<file path="src/rtl/mems_dac_spi_tx_if.sv">
// Handshake and SPI pin bundle between the MEMS control sequencer and the DAC transmitter.
// The master side issues start/data_in; the slave side (transmitter) drives status and SPI pins.
interface mems_dac_spi_tx_if #(
    parameter int WORD_BITS = 24
);
    logic                 start;
    logic [WORD_BITS-1:0] data_in;
    logic                 busy;
    logic                 done;
    logic                 sclk;
    logic                 mosi;
    logic                 sync_n;

    modport master (
        output start,
        output data_in,
        input  busy,
        input  done,
        input  sclk,
        input  mosi,
        input  sync_n
    );

    modport slave (
        input  start,
        input  data_in,
        output busy,
        output done,
        output sclk,
        output mosi,
        output sync_n
    );
endinterface

</file>
<file path="src/rtl/mems_dac_spi_tx.sv">
// SPI transmitter for the MEMS mirror DAC: one start pulse sends one MSB-first 24-bit frame
// under an active-low SYNC, with busy covering the load, shift and SYNC-high recovery.
module mems_dac_spi_tx #(
    parameter int CLK_DIV   = 2,
    parameter int WORD_BITS = 24,
    parameter int SYNC_HIGH = 2
) (
    input  logic clk,
    input  logic rst,
    mems_dac_spi_tx_if.slave bus
);

    localparam int BIT_W  = $clog2(WORD_BITS) + 1;
    localparam int HALF_W = $clog2(CLK_DIV) + 1;
    localparam int HOLD_W = $clog2(SYNC_HIGH) + 1;

    localparam logic [BIT_W-1:0]  BIT_LAST  = BIT_W'(WORD_BITS - 1);
    localparam logic [HALF_W-1:0] HALF_LAST = HALF_W'(CLK_DIV - 1);
    localparam logic [HOLD_W-1:0] HOLD_LAST = HOLD_W'(SYNC_HIGH - 1);

    typedef enum logic [1:0] {
        ST_IDLE  = 2'd0,
        ST_LOAD  = 2'd1,
        ST_SHIFT = 2'd2,
        ST_HOLD  = 2'd3
    } state_t;

    state_t               state_r,    state_s;
    logic                 busy_r,     busy_s;
    logic                 done_r,     done_s;
    logic                 sclk_r,     sclk_s;
    logic                 mosi_r,     mosi_s;
    logic                 sync_n_r,   sync_n_s;
    logic [WORD_BITS-1:0] shift_r,    shift_s;
    logic [BIT_W-1:0]     bit_cnt_r,  bit_cnt_s;
    logic [HALF_W-1:0]    half_cnt_r, half_cnt_s;
    logic [HOLD_W-1:0]    hold_cnt_r, hold_cnt_s;

    // Next-state and next-output logic; every output is computed here and registered below.
    always_comb begin
        state_s    = state_r;
        busy_s     = busy_r;
        done_s     = 1'b0;
        sclk_s     = sclk_r;
        mosi_s     = mosi_r;
        sync_n_s   = sync_n_r;
        shift_s    = shift_r;
        bit_cnt_s  = bit_cnt_r;
        half_cnt_s = half_cnt_r;
        hold_cnt_s = hold_cnt_r;

        case (state_r)
            ST_IDLE: begin
                if (bus.start) begin
                    state_s = ST_LOAD;
                    busy_s  = 1'b1;
                end else begin
                    state_s = ST_IDLE;
                end
            end

            // ROM data arrives one cycle after start, so the word is captured here.
            ST_LOAD: begin
                shift_s    = bus.data_in;
                mosi_s     = bus.data_in[WORD_BITS-1];
                sync_n_s   = 1'b0;
                sclk_s     = 1'b1;
                bit_cnt_s  = {BIT_W{1'b0}};
                half_cnt_s = {HALF_W{1'b0}};
                state_s    = ST_SHIFT;
            end

            ST_SHIFT: begin
                if (half_cnt_r == HALF_LAST) begin
                    half_cnt_s = {HALF_W{1'b0}};
                    if (sclk_r) begin
                        sclk_s = 1'b0;
                    end else begin
                        // Rising edge closes the current bit; mosi only moves here.
                        sclk_s    = 1'b1;
                        bit_cnt_s = bit_cnt_r + BIT_W'(1);
                        if (bit_cnt_r == BIT_LAST) begin
                            sync_n_s   = 1'b1;
                            hold_cnt_s = {HOLD_W{1'b0}};
                            state_s    = ST_HOLD;
                        end else begin
                            shift_s = {shift_r[WORD_BITS-2:0], 1'b0};
                            mosi_s  = shift_r[WORD_BITS-2];
                        end
                    end
                end else begin
                    half_cnt_s = half_cnt_r + HALF_W'(1);
                end
            end

            ST_HOLD: begin
                sclk_s   = 1'b1;
                sync_n_s = 1'b1;
                if (hold_cnt_r == HOLD_LAST) begin
                    busy_s     = 1'b0;
                    done_s     = 1'b1;
                    hold_cnt_s = {HOLD_W{1'b0}};
                    state_s    = ST_IDLE;
                end else begin
                    hold_cnt_s = hold_cnt_r + HOLD_W'(1);
                end
            end

            default: begin
                state_s  = ST_IDLE;
                busy_s   = 1'b0;
                sclk_s   = 1'b1;
                sync_n_s = 1'b1;
            end
        endcase
    end

    // State and output registers; an asserted reset drops the frame on the spot.
    always_ff @(posedge clk or negedge rst) begin
        if (!rst) begin
            state_r    <= ST_IDLE;
            busy_r     <= 1'b0;
            done_r     <= 1'b0;
            sclk_r     <= 1'b1;
            mosi_r     <= 1'b0;
            sync_n_r   <= 1'b1;
            shift_r    <= {WORD_BITS{1'b0}};
            bit_cnt_r  <= {BIT_W{1'b0}};
            half_cnt_r <= {HALF_W{1'b0}};
            hold_cnt_r <= {HOLD_W{1'b0}};
        end else begin
            state_r    <= state_s;
            busy_r     <= busy_s;
            done_r     <= done_s;
            sclk_r     <= sclk_s;
            mosi_r     <= mosi_s;
            sync_n_r   <= sync_n_s;
            shift_r    <= shift_s;
            bit_cnt_r  <= bit_cnt_s;
            half_cnt_r <= half_cnt_s;
            hold_cnt_r <= hold_cnt_s;
        end
    end

    assign bus.busy   = busy_r;
    assign bus.done   = done_r;
    assign bus.sclk   = sclk_r;
    assign bus.mosi   = mosi_r;
    assign bus.sync_n = sync_n_r;

endmodule

</file>
<file path="src/flat_wrapper.sv">
// flat-port wrapper written by rule: the top's interface ports become plain ports
module mems_dac_spi_tx_flat 
#(
    parameter int CLK_DIV   = 2,
    parameter int WORD_BITS = 24,
    parameter int SYNC_HIGH = 2
)
  (clk, rst, bus_start, bus_data_in, bus_busy, bus_done, bus_sclk, bus_mosi, bus_sync_n);
  mems_dac_spi_tx_if #(.WORD_BITS(WORD_BITS)) bus_i ();
  input  logic clk;
  input  logic rst;
  input wire logic [$bits(bus_i.start)-1:0] bus_start;
  input wire logic [$bits(bus_i.data_in)-1:0] bus_data_in;
  output wire logic [$bits(bus_i.busy)-1:0] bus_busy;
  output wire logic [$bits(bus_i.done)-1:0] bus_done;
  output wire logic [$bits(bus_i.sclk)-1:0] bus_sclk;
  output wire logic [$bits(bus_i.mosi)-1:0] bus_mosi;
  output wire logic [$bits(bus_i.sync_n)-1:0] bus_sync_n;
  assign bus_i.start = bus_start;
  assign bus_i.data_in = bus_data_in;
  assign bus_busy = bus_i.busy;
  assign bus_done = bus_i.done;
  assign bus_sclk = bus_i.sclk;
  assign bus_mosi = bus_i.mosi;
  assign bus_sync_n = bus_i.sync_n;
  mems_dac_spi_tx #(.CLK_DIV(CLK_DIV), .WORD_BITS(WORD_BITS), .SYNC_HIGH(SYNC_HIGH)) u_core (.clk(clk), .rst(rst), .bus(bus_i));
endmodule
</file>
<file path="config.mk">
export PLATFORM = sky130hd
export DESIGN_NAME = mems_dac_spi_tx_flat
export DESIGN_NICKNAME = d
export VERILOG_FILES = /design/src/rtl/mems_dac_spi_tx_if.sv /design/src/rtl/mems_dac_spi_tx.sv /design/src/flat_wrapper.sv
export SDC_FILE = /design/constraint.sdc
export NUM_CORES = 1
export LEC_CHECK = 0
export ABC_AREA = 1
export CORE_UTILIZATION = 54
export CTS_CLUSTER_SIZE = 40
export DETAILED_ROUTE_END_ITERATION = 6
export PLACE_DENSITY = 0.79
export SYNTH_ARGS = -nofsm -noshare
export SYNTH_HDL_FRONTEND = slang
export SYNTH_SLANG_ARGS = --single-unit
</file>
<file path="constraint.sdc">
create_clock -name clk -period 1.6 [get_ports clk]
set_input_delay 0.16 -clock clk [delete_from_list [all_inputs] [get_ports clk]]
set_output_delay 0.16 -clock clk [all_outputs]
set_load 0.02 [all_outputs]
</file>
==> results of run 1 <==
==> cell type report <==
type                       count  share of cell area, %
clock inverter                 2                   1.23
tap                           50                   2.19
sequential                    40                   35.1
inverter                      15                   1.97
timing repair buffer          51                   17.8
clock buffer                   6                   2.54
multi-input combinational    224                   39.2
==> path summary, 6_finish.rpt <==
check,cells past startpoint,to,start,slack [ns]
min reg2reg,2,u_core.bus.sync_n$_DFFE_PN1P_,u_core.bus.sync_n$_DFFE_PN1P_,0.46
max,9,u_core.bit_cnt_r[0]$_DFFE_PN0P_,u_core.state_r[0]$_DFFE_PN0P_,0.06
min,3,u_core.shift_r[0]$_DFFE_PN0P_,bus_data_in[0],0.43
min in group asynchronous,3,u_core.shift_r[22]$_DFFE_PN0P_,rst,0.44
max in group asynchronous,3,u_core.bus.sync_n$_DFFE_PN1P_,rst,0.78
max reg2reg,9,u_core.bit_cnt_r[0]$_DFFE_PN0P_,u_core.state_r[0]$_DFFE_PN0P_,0.06
==> stage by stage <==
stage                     total power (W)  cells  setup slack [ns]  hold WS, ns
after floorplan                   0.00108    293             0.104       -0.136
after global placement            0.00117    378            0.0322        0.249
after CTS                         0.00198    387            0.0127        0.430
final                             0.00196    388            0.0559        0.429
after global routing              0.00204    388           -0.0366        0.441
after detailed placement          0.00117    378           -0.0272        0.252
==> repair_timing <==
item                       4_1_cts  5_1_grt
setup endpoints to repair       27       37
setup buffers                    0        1
gates resized for setup          5        7
hold endpoints to repair        38        0
hold buffers                     1        0
gates cloned                     0        0
==> synthesized netlist by cell type (all sizes together) <==
cell	count
clkbuf	2
or2	1
dfrtp	38
a21boi	1
o21ai	7
o21a	2
nand2	151
o21bai	1
buf	12
nor3	1
nand3	17
inv	15
dfstp	2
ha	5
nor2	8
nand4	30
==> registers in the layout, indices dropped and copies added, names as in the netlist <==
name / flops
u_core.shift_r: 23
u_core.bit_cnt_r: 6
u_core.half_cnt_r: 2
u_core.hold_cnt_r: 2
u_core.state_r: 2
u_core.bus.busy: 1
u_core.bus.done: 1
u_core.bus.mosi: 1
u_core.bus.sclk: 1
u_core.bus.sync_n: 1
==> per-layer routing <==
| layer | part of all wire, % | global-route usage, % | up-vias |
|---|---|---|---|
| li1 | - | - | 1036 |
| met3 | 3.9 | 6.38 | 4 |
| met2 | 47 | 39.0 | 42 |
| met5 | 0 | 0 | - |
| met1 | 47 | 31.2 | 961 |
| met4 | 1.3 | 10.1 | 0 |
==> worst min-delay path, delay by kind of cell <==
| family | cells | cell delay (ns) |
|---|---|---|
| simple gates | 2 | 0.13 |
| buf+inv | 1 | 0.40 |
==> power by group <==
group	total, W	internal [W]	switching (W)
Combinational	0.000115	0.0000707	0.0000440
Clock	0.000813	0.000463	0.000350
Sequential	0.00103	0.00103	0.00000811
==> cells by family after synthesis <==
| kind of cell | share of synthesized area, % |
|---|---|
| adder cells (fa/ha/maj) | 2.79 |
| AND/OR/NAND/NOR | 43.0 |
| AO/OA/AOI/OAI | 2.91 |
| flip-flops | 44.8 |
| buffers and inverters | 6.48 |
==> flow_summary.ini, run 1 <==
[status]
status = completed

[clock_tree]
tritoncts = done
clk_pin_slew_ns = 0.07
numClockSinks = 40
clk_path_buf_depth = 2
cts_buffers = 5
h-tree-depth = 2
clkLatencyLatePin_ns = 0.30
cts_root_buf = clkbuf_8

[routing]
vias = 2043
drtIter0Drc = 194
post_drt_via_cell_ratio = 5.27
remaining_drc_errors = 0
routedWlPerCell_um = 12.4
wl_um = 4820
ant_nets = 0
first_pass_iters = 4

[grt]
grt_max_degree = 41
first_global_vias = 1896
grtUsageTotal_pct = 24.4
antenna_found_initial = 0
grt_overflow = 0
grt_pass1_wl_um = 7970

[yosys]
synth_area_leaders = dfrtp_1, nand2_1, nand4_1, nand3_1, ha_1
seq_area_frac_synth_pct = 44.8
synth-seq-cells = 40
syn_area_um2 = 2240
synth_top_area_cell = dfrtp_1
synth_top_area_share_pct = 42.5
syn-mean-instance-area_um2 = 7.64
synth_nets = 325
synth_cell_types = 25
yosys_warnings = 0
netlist_instances = 293

[placement]
hpwlAfterDp_um = 3170
post_dp_cell_area_um2 = 2690
io_buffers = 31
routabilityCongestion = 0.880

[setup_path]
crit_path_max_fanout = 5
critical_path_buf_inv_count = 5
crit_path_frequent_cell = buf_4
start_kind = register
worstPathCellList = inv_1 > buf_4 > ha_4 > inv_2 > buf_4 > nor2_4 > buf_4 > nand3_1 > o21ai_0
critPathRequiredTime_ns = 1.78
end_kind = register
critPathMaxStageDelay_ns = 0.39
path_class = reg -> reg
worstPathArrival_ns = 1.72
crit_slowest_cell = dfrtp_1
crit_family = buffers and inverters

[min_path]
hold_class = in -> reg

[floorplanning]
ios = 32
die_x_um = 66.4
row_count = 23
die_area_um2 = 4410
initial_core_util_pct = 56.0
core_area_um2 = 4000
die_h_um = 66.4

[power]
p_leak_nw = 1.48
ir_drop_uv = 409
power_density_nw_per_um2 = 686

[sta]
fmax_mhz = 648
drv_slew = 0
fin_crit_sh_pct = 96.5
slew_headroom_pct = 66.6
finalCriticalPeriod_ns = 1.54
clock_skew_ns = 0.00760
finalSetupViolCount = 0
hold_viol_final = 0
worst_slew_pin_slew_ns = 0.501
fin_setup_tns_ns = 0

[final_layout]
final_common_cell = nand2_1
nFillCells = 322
drive_above_1_share_pct = 14.2
n_antenna_cell = 0
nets = 369
area_growth_pct = 27.7
final_cell_mix = nand2_1, dfrtp_1, nand4_1
multi_input_area_um2 = 1120
final_util_pct = 71.5
final_area_um2 = 2860
ff_latch_area_um2 = 1000

[run]
drv_cap = 0
Power figures use the tool's default switching activity.
==> run 2, diff against run 1 <==
--- a/config.mk
+++ b/config.mk
@@ -6,10 +6,10 @@
 export NUM_CORES = 1
 export LEC_CHECK = 0
 export ABC_AREA = 1
-export CORE_UTILIZATION = 54
+export CORE_UTILIZATION = 50
 export CTS_CLUSTER_SIZE = 40
 export DETAILED_ROUTE_END_ITERATION = 6
-export PLACE_DENSITY = 0.79
+export PLACE_DENSITY = 0.74
 export SYNTH_ARGS = -nofsm -noshare
 export SYNTH_HDL_FRONTEND = slang
 export SYNTH_SLANG_ARGS = --single-unit
==> run 2 against run 1 <==
The flow now finishes with violations (setup timing). Global-route usage shrank 1.4 points. Routed wire length grew 21%. Die area grew 7.8%. Non-clock buffer count grew 6. Register-to-register slack lost 0.06 ns. Clock power grew 13%. Via count grew 4.0%. Maximum frequency shrank 3.7%. Worst hold slack lost 0.0034 ns. Count of clock-buffer cells in the layout grew 1. First-iteration DRC count grew 29%. Sequential share of layout area shrank 2.1 points. Critical endpoint is now u_core.shift_r[17]$_DFFE_PN0P_. Largest power group unchanged. Highest routed layer unchanged.
==> flow_summary.ini, run 2 (synthesis results as in run 1) <==
[placement]
routabilityCongestion = 0.840
post_dp_cell_area_um2 = 2660
io_buffers = 31
place_ws_ns = -0.0754
hpwlAfterDp_um = 3110

[final_layout]
nets = 378
final_util_pct = 73.4
final_common_cell = nand2_1
area_growth_pct = 35.8
largest_register_ffs = 23
top_register = u_core.shift_r
final_area_um2 = 3040
drive_above_1_share_pct = 19.0
largestRegisters = u_core.shift_r: 23 flops, u_core.bit_cnt_r: 6 flops
n_antenna_cell = 0
final_cell_mix = nand2_1, dfrtp_1, nand4_1

[setup_path]
end_kind = register
path_class = reg -> reg
startpoint = u_core.state_r[0]$_DFFE_PN0P_
crit_path_max_fanout = 6
critPathRequiredTime_ns = 1.84
worstPathArrival_ns = 1.84
r2r_start = u_core.state_r[0]$_DFFE_PN0P_
start_kind = register

[grt]
grt_max_degree = 41
grt_pass1_wl_um = 8020
first_global_vias = 1740
grt_overflow = 0
antenna_found_initial = 0
grtUsageTotal_pct = 23.0

[power]
power_w = 0.00207
p_int_w = 0.00165
power_density_nw_per_um2 = 681
netSwitchingFraction_pct = 20.5
ir_drop_uv = 452
p_comb_share_pct = 5.7
seqPwrFrac_pct = 50.0
p_leak_nw = 1.53
clkPwrFrac_pct = 44.3
p_switching_w = 0.000424

[routing]
first_pass_iters = 4
wl_um = 5830
drtIter0Drc = 251
vias = 2124
ant_nets = 0
remaining_drc_errors = 0
post_drt_via_cell_ratio = 5.35
routedWlPerCell_um = 14.7

[sta]
drv_slew = 0
fmax_mhz = 624
fin_crit_sh_pct = 100
worst_slew_pin_slew_ns = 0.523
worst_slack_ns = -0.00342
whs_ns = 0.426
slew_headroom_pct = 65.1
finalSetupViolCount = 1
finalCriticalPeriod_ns = 1.60
clock_skew_ns = 0.0122
hold_viol_final = 0

[status]
violations = setup timing
status = finished with violations

[floorplanning]
die_h_um = 68.9
ios = 32
row_count = 23
die_area_um2 = 4750
die_x_um = 68.9
core_area_um2 = 4140
initial_core_util_pct = 54.0

[min_path]
hold_class = in -> reg
holdCritStartpoint = bus_data_in[0]

[clock_tree]
cts_buffers = 5
clkLatencyLatePin_ns = 0.30
cts_root_buf = clkbuf_8
clk_pin_slew_ns = 0.09
h-tree-depth = 2
tritoncts = done
numClockSinks = 40
clk_path_buf_depth = 2

[run]
drv_cap = 0
-- run 2: cell type report --
class                   count  area, um^2
multi-input cells         227        1180
fillers                   317        1100
flip-flops and latches     40        1000
repair buffers             57         608
clock buffers               7        96.3
well taps                  50        62.6
inverters                  15        56.3
clock inverters             1        30.0
-- run 2: final timing paths --
path,to,slack [ns],cells after the start
max,u_core.shift_r[17]$_DFFE_PN0P_,-0.003,9
min,u_core.shift_r[0]$_DFFE_PN0P_,0.43,3
max reg2reg,u_core.shift_r[17]$_DFFE_PN0P_,-0.003,9
min reg2reg,u_core.shift_r[8]$_DFFE_PN0P_,0.48,2
max in group asynchronous,u_core.state_r[1]$_DFFE_PN0P_,0.76,3
min in group asynchronous,u_core.shift_r[5]$_DFFE_PN0P_,0.46,3
-- run 2: per-layer routing --
layer	global-route usage, %	vias to the layer above	part of all wire (%)
li1	-	1068	-
met1	31.7	974	45
met2	33.7	66	47
met3	6.09	16	5.4
met4	10.2	0	2.4
met5	0	-	0
-- run 2: repair_timing --
item | CTS | global route
pin swaps | 1 | 5
hold endpoints to repair | 38 | 0
endpoints found under the setup margin | 35 | 34
hold buffers | 1 | 0
gates cloned | 1 | 5
buffers inserted | 0 | 6
gates resized for setup | 8 | 19
-- run 2: power by group through the flow --
stage | logic, W | clock network (W) | registers [W]
after global routing | 0.000132 | 0.000961 | 0.00104
after CTS | 0.000118 | 0.000921 | 0.00103
after floorplan | 0.0000226 | 0 | 0.00105
after global placement | 0.000115 | 0 | 0.00105
after detailed placement | 0.000115 | 0 | 0.00105
final | 0.000119 | 0.000918 | 0.00104
-- run 2: critical path: stages, from the launching register on --
cell and delay (ns):
dfrtp_1 0.37, inv_2 0.06, buf_4 0.14, ha_4 0.26
inv_2 0.05, nor2_8 0.15, buf_12 0.14, clkbuf_16 0.14
nand4_1 0.12, nand2_1 0.11
-- run 2: metrics by stage --
| step | cells | TNS (ns) |
|---|---|---|
| 2_1_floorplan | 293 | 0 |
| 3_3_place_gp | 377 | 0 |
| 4_1_cts | 387 | -0.0128 |
| 3_5_place_dp | 377 | -0.145 |
| 6_report | 397 | -0.00342 |
| 5_1_grt | 397 | -0.398 |
